### src/rtl/board_reloader_pkg.sv
// Shared constants and types for the board reloader: default board geometry,
// tile codes and the reload FSM state encoding.
package board_reloader_pkg;

  localparam int BR_BOARD_W  = 28;
  localparam int BR_BOARD_H  = 31;
  localparam int BR_TILE_W   = 4;
  localparam int BR_NUM_MAPS = 2;

  localparam int TILE_EMPTY = 0;
  localparam int TILE_WALL  = 1;
  localparam int TILE_DOT   = 2;
  localparam int TILE_POWER = 3;
  localparam int TILE_DOOR  = 4;

  typedef enum logic [1:0] {
    BR_IDLE,
    BR_FETCH,
    BR_DRAIN,
    BR_DONE
  } br_state_t;

  // Level 1 is the first maze; level 0 is treated like level 1.
  function automatic int br_level_to_map(input logic [7:0] level, input int num_maps);
    return (level == 8'd0) ? 0 : ((int'(level) - 1) % num_maps);
  endfunction

endpackage

### src/rtl/board_copy_pipe.sv
// ROM address sweep plus the delayed write stage. The ROM read takes one
// cycle, so the tile index rides one stage behind the address and the write
// is registered one more stage after that.
module board_copy_pipe
  import board_reloader_pkg::*;
#(
  parameter int N          = BR_BOARD_W * BR_BOARD_H,
  parameter int TILE_W     = BR_TILE_W,
  parameter int ADDR_W     = $clog2(N),
  parameter int ROM_ADDR_W = $clog2(BR_NUM_MAPS * N)
) (
  input  logic                  i_clk,
  input  logic                  i_rst_n,
  input  logic                  i_start,
  input  logic                  i_flush,
  input  logic [ROM_ADDR_W-1:0] i_base,
  output logic [ROM_ADDR_W-1:0] o_rom_addr,
  input  logic [TILE_W-1:0]     i_rom_data,
  output logic                  o_last,
  output logic                  o_pending,
  output logic                  o_we,
  output logic [ADDR_W-1:0]     o_waddr,
  output logic [TILE_W-1:0]     o_wdata
);

  // [0] address presented, [1] ROM data valid, [2] RAM write
  logic [2:0]            r_vld_pipe;
  logic [ROM_ADDR_W-1:0] r_rom_addr;
  logic [ADDR_W-1:0]     r_idx;
  logic [ADDR_W-1:0]     r_d_idx;
  logic [ADDR_W-1:0]     r_waddr;
  logic [TILE_W-1:0]     r_wdata;
  logic                  w_last;

  assign w_last = r_vld_pipe[0] && (r_idx == ADDR_W'(N - 1));

  // Address sweep, index delay and write register; flush kills all in-flight tiles.
  always_ff @(posedge i_clk or negedge i_rst_n) begin
    if (!i_rst_n) begin
      r_vld_pipe <= '0;
      r_rom_addr <= '0;
      r_idx      <= '0;
      r_d_idx    <= '0;
      r_waddr    <= '0;
      r_wdata    <= '0;
    end else if (i_flush) begin
      r_vld_pipe <= '0;
    end else begin
      r_vld_pipe[2:1] <= r_vld_pipe[1:0];
      r_d_idx         <= r_idx;
      r_waddr         <= r_d_idx;
      r_wdata         <= i_rom_data;
      if (i_start) begin
        r_vld_pipe[0] <= 1'b1;
        r_rom_addr    <= i_base;
        r_idx         <= '0;
      end else if (r_vld_pipe[0]) begin
        if (w_last) begin
          r_vld_pipe[0] <= 1'b0;
        end else begin
          r_rom_addr <= r_rom_addr + ROM_ADDR_W'(1);
          r_idx      <= r_idx + ADDR_W'(1);
        end
      end
    end
  end

  assign o_rom_addr = r_rom_addr;
  assign o_last     = w_last;
  assign o_pending  = r_vld_pipe[0] | r_vld_pipe[1];
  assign o_we       = r_vld_pipe[2];
  assign o_waddr    = r_waddr;
  assign o_wdata    = r_wdata;

endmodule

### src/rtl/board_reloader.sv
// Board-reload handshake responder: copies the level's maze map from the maze
// ROM into the board RAM, then holds done until the request drops.
// Optional: BOARD_RELOADER_DOT_COUNT_EN adds o_dot_total (dots + power pellets
// written during the copy).
module board_reloader
  import board_reloader_pkg::*;
#(
  parameter  int BOARD_W    = BR_BOARD_W,
  parameter  int BOARD_H    = BR_BOARD_H,
  parameter  int TILE_W     = BR_TILE_W,
  parameter  int NUM_MAPS   = BR_NUM_MAPS,
  localparam int N          = BOARD_W * BOARD_H,
  localparam int ADDR_W     = $clog2(N),
  localparam int ROM_ADDR_W = $clog2(NUM_MAPS * N)
) (
  input  logic                  i_clk,
  input  logic                  i_rst_n,
  input  logic                  i_board_reload,
  input  logic [7:0]            i_level,
  output logic [ROM_ADDR_W-1:0] o_rom_addr,
  input  logic [TILE_W-1:0]     i_rom_data,
  output logic                  o_ram_we,
  output logic [ADDR_W-1:0]     o_ram_addr,
  output logic [TILE_W-1:0]     o_ram_wdata,
  output logic                  o_board_reload_done,
  output logic                  o_busy
`ifdef BOARD_RELOADER_DOT_COUNT_EN
  ,
  output logic [ADDR_W-1:0]     o_dot_total
`endif
);

  br_state_t             r_state, w_state_nxt;
  logic                  w_start, w_flush, w_last, w_pending;
  logic [ROM_ADDR_W-1:0] w_base;

  // The map is only needed to seed the address counter, so level changes
  // after the start edge cannot disturb the copy.
  assign w_base = ROM_ADDR_W'(br_level_to_map(i_level, NUM_MAPS) * N);

  // State register.
  always_ff @(posedge i_clk or negedge i_rst_n) begin
    if (!i_rst_n) r_state <= BR_IDLE;
    else          r_state <= w_state_nxt;
  end

  // Next state; dropping the request mid-copy aborts and flushes the pipe.
  always_comb begin
    w_state_nxt = r_state;
    w_start     = 1'b0;
    w_flush     = 1'b0;
    unique case (r_state)
      BR_IDLE: if (i_board_reload) begin
        w_start     = 1'b1;
        w_state_nxt = BR_FETCH;
      end
      BR_FETCH: begin
        if (!i_board_reload) begin
          w_flush     = 1'b1;
          w_state_nxt = BR_IDLE;
        end else if (w_last) begin
          w_state_nxt = BR_DRAIN;
        end
      end
      BR_DRAIN: begin
        if (!i_board_reload) begin
          w_flush     = 1'b1;
          w_state_nxt = BR_IDLE;
        end else if (!w_pending) begin
          w_state_nxt = BR_DONE;
        end
      end
      BR_DONE: if (!i_board_reload) w_state_nxt = BR_IDLE;
      default: w_state_nxt = BR_IDLE;
    endcase
  end

  board_copy_pipe #(
    .N(N), .TILE_W(TILE_W), .ADDR_W(ADDR_W), .ROM_ADDR_W(ROM_ADDR_W)
  ) u_pipe (
    .i_clk      (i_clk),
    .i_rst_n    (i_rst_n),
    .i_start    (w_start),
    .i_flush    (w_flush),
    .i_base     (w_base),
    .o_rom_addr (o_rom_addr),
    .i_rom_data (i_rom_data),
    .o_last     (w_last),
    .o_pending  (w_pending),
    .o_we       (o_ram_we),
    .o_waddr    (o_ram_addr),
    .o_wdata    (o_ram_wdata)
  );

  assign o_board_reload_done = (r_state == BR_DONE);
  assign o_busy              = (r_state == BR_FETCH) || (r_state == BR_DRAIN);

`ifdef BOARD_RELOADER_DOT_COUNT_EN
  logic [ADDR_W-1:0] r_dot_total;

  // Count edible tiles as they are written; restart with each request.
  always_ff @(posedge i_clk or negedge i_rst_n) begin
    if (!i_rst_n) begin
      r_dot_total <= '0;
    end else if (w_start) begin
      r_dot_total <= '0;
    end else if (o_ram_we && (o_ram_wdata == TILE_W'(TILE_DOT) ||
                              o_ram_wdata == TILE_W'(TILE_POWER))) begin
      r_dot_total <= r_dot_total + ADDR_W'(1);
    end
  end

  assign o_dot_total = r_dot_total;
`endif

endmodule

### config.mk
export PLATFORM = sky130hd
export DESIGN_NAME = board_reloader
export DESIGN_NICKNAME = d
export VERILOG_FILES = /design/src/rtl/board_reloader_pkg.sv /design/src/rtl/board_copy_pipe.sv /design/src/rtl/board_reloader.sv
export SDC_FILE = /design/constraint.sdc
export NUM_CORES = 1
export LEC_CHECK = 0
export ABC_AREA = 1
export ABC_CLOCK_PERIOD_IN_PS = 1700
export BUFFER_PORTS_ARGS = -buffer_cell sky130_fd_sc_hd__buf_2
export CAP_MARGIN = 25
export CORE_UTILIZATION = 45
export DETAILED_ROUTE_END_ITERATION = 6
export PLACE_DENSITY = 0.64
export SLEW_MARGIN = 30
export SYNTH_ARGS = -nofsm -noshare
export SYNTH_HDL_FRONTEND = slang
export SYNTH_SLANG_ARGS = --single-unit
### constraint.sdc
create_clock -name i_clk -period 1.7 [get_ports i_clk]
set_input_delay 0.34 -clock i_clk [delete_from_list [all_inputs] [get_ports i_clk]]
set_output_delay 0.34 -clock i_clk [all_outputs]
set_load 0.02 [all_outputs]
Word-level counts from Yosys, hierarchy flattened
Index checks and enable logic that the tools add are counted.
W data, S select, Z words.
- memories: 0
- flip-flop bits (word level): 50
- input port bits: 15
- RAM bits: 0
- output and inout port bits: 28
- latch bits: 0
- logic and storage cells: 53
- memory bits (read-only): 0
- divide/modulo/power cells: 0
- eq/ne operators: 9
- reductions and logical operators: 8
- mux-type cells: 22
- shifts and indexed selects: 0
- $lt $le $gt $ge: 0
- bitwise gates (word level): 3
- multipliers: 1
- add/subtract/negate cells: 3
- operators by type and width (operator ; number):
    $mux W11 ; 3
    $mul A32 B9 Y9 const B ; 1
    $mux W32 ; 1
    $mux W10 ; 3
    $mux W2 ; 6
    $add A11 B1 Y11 const B ; 1
    $add A10 B1 Y10 const B ; 1
    $eq A10 B10 Y1 const B ; 1
    $sub A8 B1 Y9 const B ; 1
    $logic_not A8 Y1 ; 1
    $pmux W2 S4 ; 1
    $mux W1 ; 7
    $eq A2 B2 Y1 const B ; 2
    $ne A2 B2 Y1 const B ; 2
    $reduce_and A4 Y1 ; 1
    $mux W3 ; 1
    $ne A3 B2 Y1 const B ; 1
    $ne A3 B3 Y1 const B ; 1
    $reduce_and A3 Y1 ; 1
    $eq A2 B1 Y1 const B ; 1
    $logic_not A2 Y1 ; 1
    $ne A2 B1 Y1 const B ; 1
    $reduce_bool A2 Y1 ; 1
    $reduce_or A2 Y1 ; 1
    other kinds (5) ; 5

Longest topological paths before layout
- depth after elaboration: 6
- mapped depth: 12
- depth with buffers taken out: 11

Cells and area by module
From an unflattened synthesis, not the netlist that was laid out.
- cells, all modules: 339
- area, all modules: 2803.9 sq um
- by module, submodules not included (module ; area each (sq um) ; times used ; seq. area each (sq um) ; cells each):
    board_copy_pipe ; 2487.4 ; 1 ; 1201.2 ; 289
    board_reloader ; 316.6 ; 1 ; 50.0 ; 50

Least setup slack after synthesis
No wires, ideal clock.
- kind: reg-to-reg
- start: register r_state[0]
- end: register u_pipe.r_idx[7]
- cell stages (with the launch flop): 12
- required time: 1582 ps
- buffers on the path: 1
- data arrival time: 1581 ps
- path slack: 1 ps
- cells stage by stage: dfrtp_1 > inv_1 > ha_1 > nand2_4 > nand2_1 > inv_2 > nand2_2 > nand2_4 > clkinv_2 > buf_6 > nand2_1 > o21ai_2
- cells in the longest elaborated chain, start to end: 5
- elaborated cells on any way between the ends: 11
- those cells by class: 3 x eq/ne; 3 x mux; 1 x bitwise; 4 x reduce/logical
- ends and longest elaborated chain (item ; line ; source):
    from (decl) ; board_reloader.sv:33 ; br_state_t r_state, w_state_nxt;
    from (signal assigned) ; board_reloader.sv:44 ; else r_state <= w_state_nxt;
    $eq A2 B1 Y1 / $eq A2 B2 Y1 (equally long branches) ; board_reloader.sv:52 ; unique case (r_state)
    $reduce_or A2 Y1 (no line) ; - ;
    $mux W1 ; - ;
    $not A1 Y1 (no line) ; - ;
    $reduce_and A3 Y1 (no line) ; - ;
    to (signal assigned) ; board_copy_pipe.sv:62 ; r_idx <= r_idx + ADDR_W'(1);
    to (decl) ; board_copy_pipe.sv:29 ; logic [ADDR_W-1:0] r_idx;
Several ways; a longest one is shown, not always the timed one.
A chain may end at the register's enable or synchronous reset.

Worst setup path in the final report
- start: register r_state[0]
- end: output port o_busy
- cells in the longest elaborated chain, start to end: 2
- elaborated cells on any way between the ends: 3
- those cells by class: 2 x eq/ne; 1 x reduce/logical
- ends and longest elaborated chain (item ; line ; source):
    $eq A2 B1 Y1 / $eq A2 B2 Y1 (equally long branches) ; board_reloader.sv:96 ; assign o_busy = (r_state == BR_FETCH) || (r_state == BR_DRAIN);
    $logic_or A1 B1 Y1 (*) ; board_reloader.sv:96 ;
    to (decl) ; board_reloader.sv:26 ; output logic o_busy
Mark *: on every way between the ends. The rest lies on a longest branch, timed or not.

==> impl_metrics.xml <==
<?xml version="1.0" encoding="UTF-8"?>
<metrics>
  <group name="status">
    <metric name="outcome" unit="">completed</metric>
  </group>
  <group name="floorplanning">
    <metric name="floorplan.die_area" unit="sq um">6190</metric>
    <metric name="io_count" unit="">43</metric>
    <metric name="floorplan.die.width" unit="microns">78.7</metric>
    <metric name="floorplan.initialDensity" unit="%">47.5</metric>
    <metric name="row_count" unit="">27</metric>
    <metric name="core_region_area" unit="sq um">5570</metric>
    <metric name="die-height" unit="microns">78.7</metric>
  </group>
  <group name="grt">
    <metric name="grt_use_total" unit="%">18.8</metric>
    <metric name="pin_count_of_the_biggest_net_entering_global_routing" unit="">51</metric>
    <metric name="grt_pass1_vias" unit="">2033</metric>
    <metric name="globalRoute.totalOverflow" unit="">0</metric>
    <metric name="grt_antenna_before_repair" unit="">0</metric>
    <metric name="grt_first_pass_wirelength" unit="mm">9.17</metric>
  </group>
  <group name="yosys">
    <metric name="synth.largest_area_cell" unit="">dfrtp_1</metric>
    <metric name="synth.lib_cells_used.distinct" unit="">31</metric>
    <metric name="synth_seq_area_share" unit="%">47.3</metric>
    <metric name="netlist_instances" unit="">319</metric>
    <metric name="yosys-top-cells-area" unit="">dfrtp_1, nand2_1, nand3_1</metric>
    <metric name="synth_mux_area_share" unit="%">2.93</metric>
    <metric name="synth_compound_gate_area_share" unit="%">10.5</metric>
    <metric name="synth_adder_area_share" unit="%">4.26</metric>
    <metric name="synth_top_area_share" unit="%">47.3</metric>
    <metric name="synth-xor-area-share" unit="%">0.993</metric>
    <metric name="mappedNetlistNets" unit="">343</metric>
    <metric name="synthesis.area" unit="sq um">2650</metric>
    <metric name="synth-seq-cells" unit="">50</metric>
    <metric name="synth-simple-area-share" unit="%">25.7</metric>
    <metric name="ys.warnings.count" unit="">0</metric>
    <metric name="largest_family_of_logic_cells_by_synthesized_area" unit="">simple AND/OR/NAND/NOR gates</metric>
    <metric name="synth_area_per_inst" unit="sq um">8.30</metric>
  </group>
  <group name="finish">
    <metric name="mostFrequentLayoutCell" unit="">nand2_1</metric>
    <metric name="drive_gt1_share" unit="%">25.1</metric>
    <metric name="syn2layout_area_growth" unit="%">17.8</metric>
    <metric name="final_design_area_no_fill" unit="sq um">3120</metric>
    <metric name="antenna-diode-count" unit="">0</metric>
    <metric name="most-common-layout-cells" unit="">nand2_1, dfrtp_1, buf_2</metric>
    <metric name="num-nets-final" unit="">394</metric>
    <metric name="fin_util" unit="%">55.9</metric>
  </group>
  <group name="clock_network">
    <metric name="clk_pin_slew_worst_paths" unit="ns">0.09</metric>
    <metric name="cts_setup_buffers" unit="">0</metric>
    <metric name="insertion_delay_of_the_later_clocked_pin_in_the_worst_skew_pair" unit="ns">0.31</metric>
    <metric name="cts.sinks" unit="">50</metric>
    <metric name="holdBufCountCts" unit="">0</metric>
    <metric name="tritoncts_clock_tree" unit="">built</metric>
    <metric name="cts_made_buffers" unit="">5</metric>
    <metric name="cts-htree-levels" unit="">2</metric>
    <metric name="cts_root_buffer" unit="">clkbuf_8</metric>
    <metric name="cts.path.max_buffers" unit="">2</metric>
  </group>
  <group name="sta">
    <metric name="max_clock_freq" unit="MHz">610</metric>
    <metric name="grt_setup_unrepaired" unit="">no</metric>
    <metric name="finalWorstSetupSlack" unit="ns">0.0614</metric>
    <metric name="final_max_slew_viol_count" unit="">0</metric>
    <metric name="setup_violations" unit="">0</metric>
    <metric name="hold_ws" unit="ns">0.00783</metric>
    <metric name="layout_min_cycle_time" unit="ns">1.64</metric>
    <metric name="post-route-period-util" unit="%">96.4</metric>
    <metric name="final-hold-violation-count" unit="">0</metric>
    <metric name="finalClockSkew" unit="ns">0.00782</metric>
  </group>
  <group name="power">
    <metric name="logic_gate_share_of_total_power" unit="%">43.8</metric>
    <metric name="power.switching" unit="uW">1940</metric>
    <metric name="clock_power_share" unit="%">18.4</metric>
    <metric name="switching_share" unit="%">42.0</metric>
    <metric name="vdd_drop_max" unit="mV">0.860</metric>
    <metric name="leakage" unit="uW">0.00161</metric>
    <metric name="power_per_cell_area" unit="nW/um^2">1480</metric>
    <metric name="power_internal" unit="uW">2680</metric>
    <metric name="seq_power_share" unit="%">37.7</metric>
  </group>
  <group name="place">
    <metric name="dp_worst_setup_slack" unit="ns">-0.0550</metric>
    <metric name="placement.cell_area" unit="sq um">2980</metric>
    <metric name="gpl.final_weighted_congestion" unit="">0.836</metric>
    <metric name="detailed_place_hpwl" unit="mm">3.53</metric>
    <metric name="io_buffer_count" unit="">42</metric>
  </group>
  <group name="critical_path">
    <metric name="worst-endpoint-required" unit="ns">1.36</metric>
    <metric name="crit_type" unit="">flip-flop to output pin</metric>
    <metric name="worst_reg2reg_path_length_in_cells" unit="">10</metric>
    <metric name="endpoint_kind" unit="">output pin</metric>
    <metric name="ff2ff_setup_slack" unit="ns">0.12</metric>
    <metric name="crit_path_max_fanout" unit="">3</metric>
    <metric name="reg2reg_to" unit="">u_pipe.o_rom_addr[5]$_DFFE_PN0P_</metric>
    <metric name="critPathLaunchType" unit="">flip-flop</metric>
    <metric name="cp.arrival" unit="ns">1.30</metric>
    <metric name="critical_path.reg2reg.startpoint" unit="">r_state[0]$_DFFE_PN0P_</metric>
  </group>
  <group name="run">
    <metric name="maxCapViolations" unit="">0</metric>
  </group>
  <group name="detailed_routing">
    <metric name="wire_length_after_detailed_routing" unit="mm">5.05</metric>
    <metric name="detailroute.via_count" unit="">2176</metric>
    <metric name="ant_nets" unit="">0</metric>
    <metric name="dr.first_iter.drc_count" unit="">152</metric>
    <metric name="firstDrtPassIters" unit="">4</metric>
    <metric name="post_drt_wl_per_cell" unit="microns">11.4</metric>
    <metric name="drc_violations" unit="">0</metric>
    <metric name="post_drt_via_cell_ratio" unit="">4.91</metric>
  </group>
  <group name="min_path">
    <metric name="timing.hold.worst.class" unit="">input pin to asynchronous set/reset pin</metric>
  </group>
</metrics>
-- power by group through the flow --
stage	Combinational [uW]	Clock, uW	Sequential (uW)
global placement	1950	0	1760
detailed placement	1990	0	1770
global route	2300	928	1790
floorplan	1170	0	2010
finish	2030	852	1740
CTS	2010	879	1740
-- worst max-delay path by stage --
stage | start | endpoint | slack [ns] | cells past startpoint
after global placement | r_state[0]$_DFFE_PN0P_ | u_pipe.r_idx[5]$_DFFE_PN0P_ | 0.004 | 10
final | r_state[0]$_DFFE_PN0P_ | o_busy | 0.06 | 3
after CTS | r_state[0]$_DFFE_PN0P_ | o_busy | 0.05 | 3
after floorplan | r_state[0]$_DFFE_PN0P_ | u_pipe.r_idx[7]$_DFFE_PN0P_ | 0.001 | 11
after global routing | u_pipe.r_idx[1]$_DFFE_PN0P_ | u_pipe.o_rom_addr[5]$_DFFE_PN0P_ | 0.01 | 11
after detailed placement | r_state[0]$_DFFE_PN0P_ | u_pipe.r_idx[5]$_DFFE_PN0P_ | -0.05 | 10
-- flip-flops by register name, summed over array words and instances (netlist names) --
name,flops
u_pipe.r_d_idx,10
r_state,2
u_pipe.o_wdata,4
u_pipe.r_idx,10
u_pipe.o_rom_addr,11
u_pipe.r_vld_pipe,3
u_pipe.o_waddr,10
-- critical path: stages, from the launching register on --
cell and delay (ns):
dfrtp_1 0.36, inv_1 0.08, ha_1 0.36, buf_2 0.19
-- per-stage QoR --
stage          power [uW]  cells  setup TNS (ns)
2_1_floorplan        3180    319               0
3_3_place_gp         3710    435               0
3_5_place_dp         3750    435          -0.400
4_1_cts              4630    443               0
5_1_grt              5020    443               0
6_report             4620    443               0
-- layout make-up --
cell class                      count  area, sq um
Tap cell                           72         90.1
Timing Repair Buffer               54          324
Clock inverter                      3         43.8
Inverter                           39          154
Multi-Input combinational cell    220         1180
Clock buffer                        5         68.8
Sequential cell                    50         1250
Fill cell                         534         2460
-- routing by layer --
layer  vias to the layer above  GRT usage (%)  part of all wire (%)
met5                         -              0                     0
met1                      1009           24.6                    49
met4                         0           5.00                   1.0
met2                        42           31.0                    47
met3                         5           4.53                   3.6
li1                       1120              -                     -
-- cell usage after synthesis (all sizes together) --
library cell / instances
a21boi: 1
a21oi: 12
a31oi: 1
buf: 5
clkbuf: 5
clkinv: 1
conb: 2
dfrtp: 50
ha: 9
inv: 38
mux2: 6
mux2i: 1
nand2: 91
nand3: 30
nand3b: 1
nand4: 7
nor2: 23
nor3: 1
o21ai: 26
o21bai: 4
or2: 2
xor2: 3
-- kinds of logic after synthesis --
| group | count (synthesis) |
|---|---|
| and+or+nand+nor | 155 |
| muxes | 7 |
| DFF | 50 |
| xor gates and xnor gates | 3 |
| other | 2 |
| AOI/OAI and AO/OA | 44 |
| buffers and inverters | 49 |
| adders and majority gates | 9 |
-- repair_timing --
item | 4_1_cts | 5_1_grt
gates resized for setup | 1 | 6
setup endpoints to repair | 14 | 26
pin swaps | 0 | 0
Note: power is estimated with default switching activity, not from simulation.
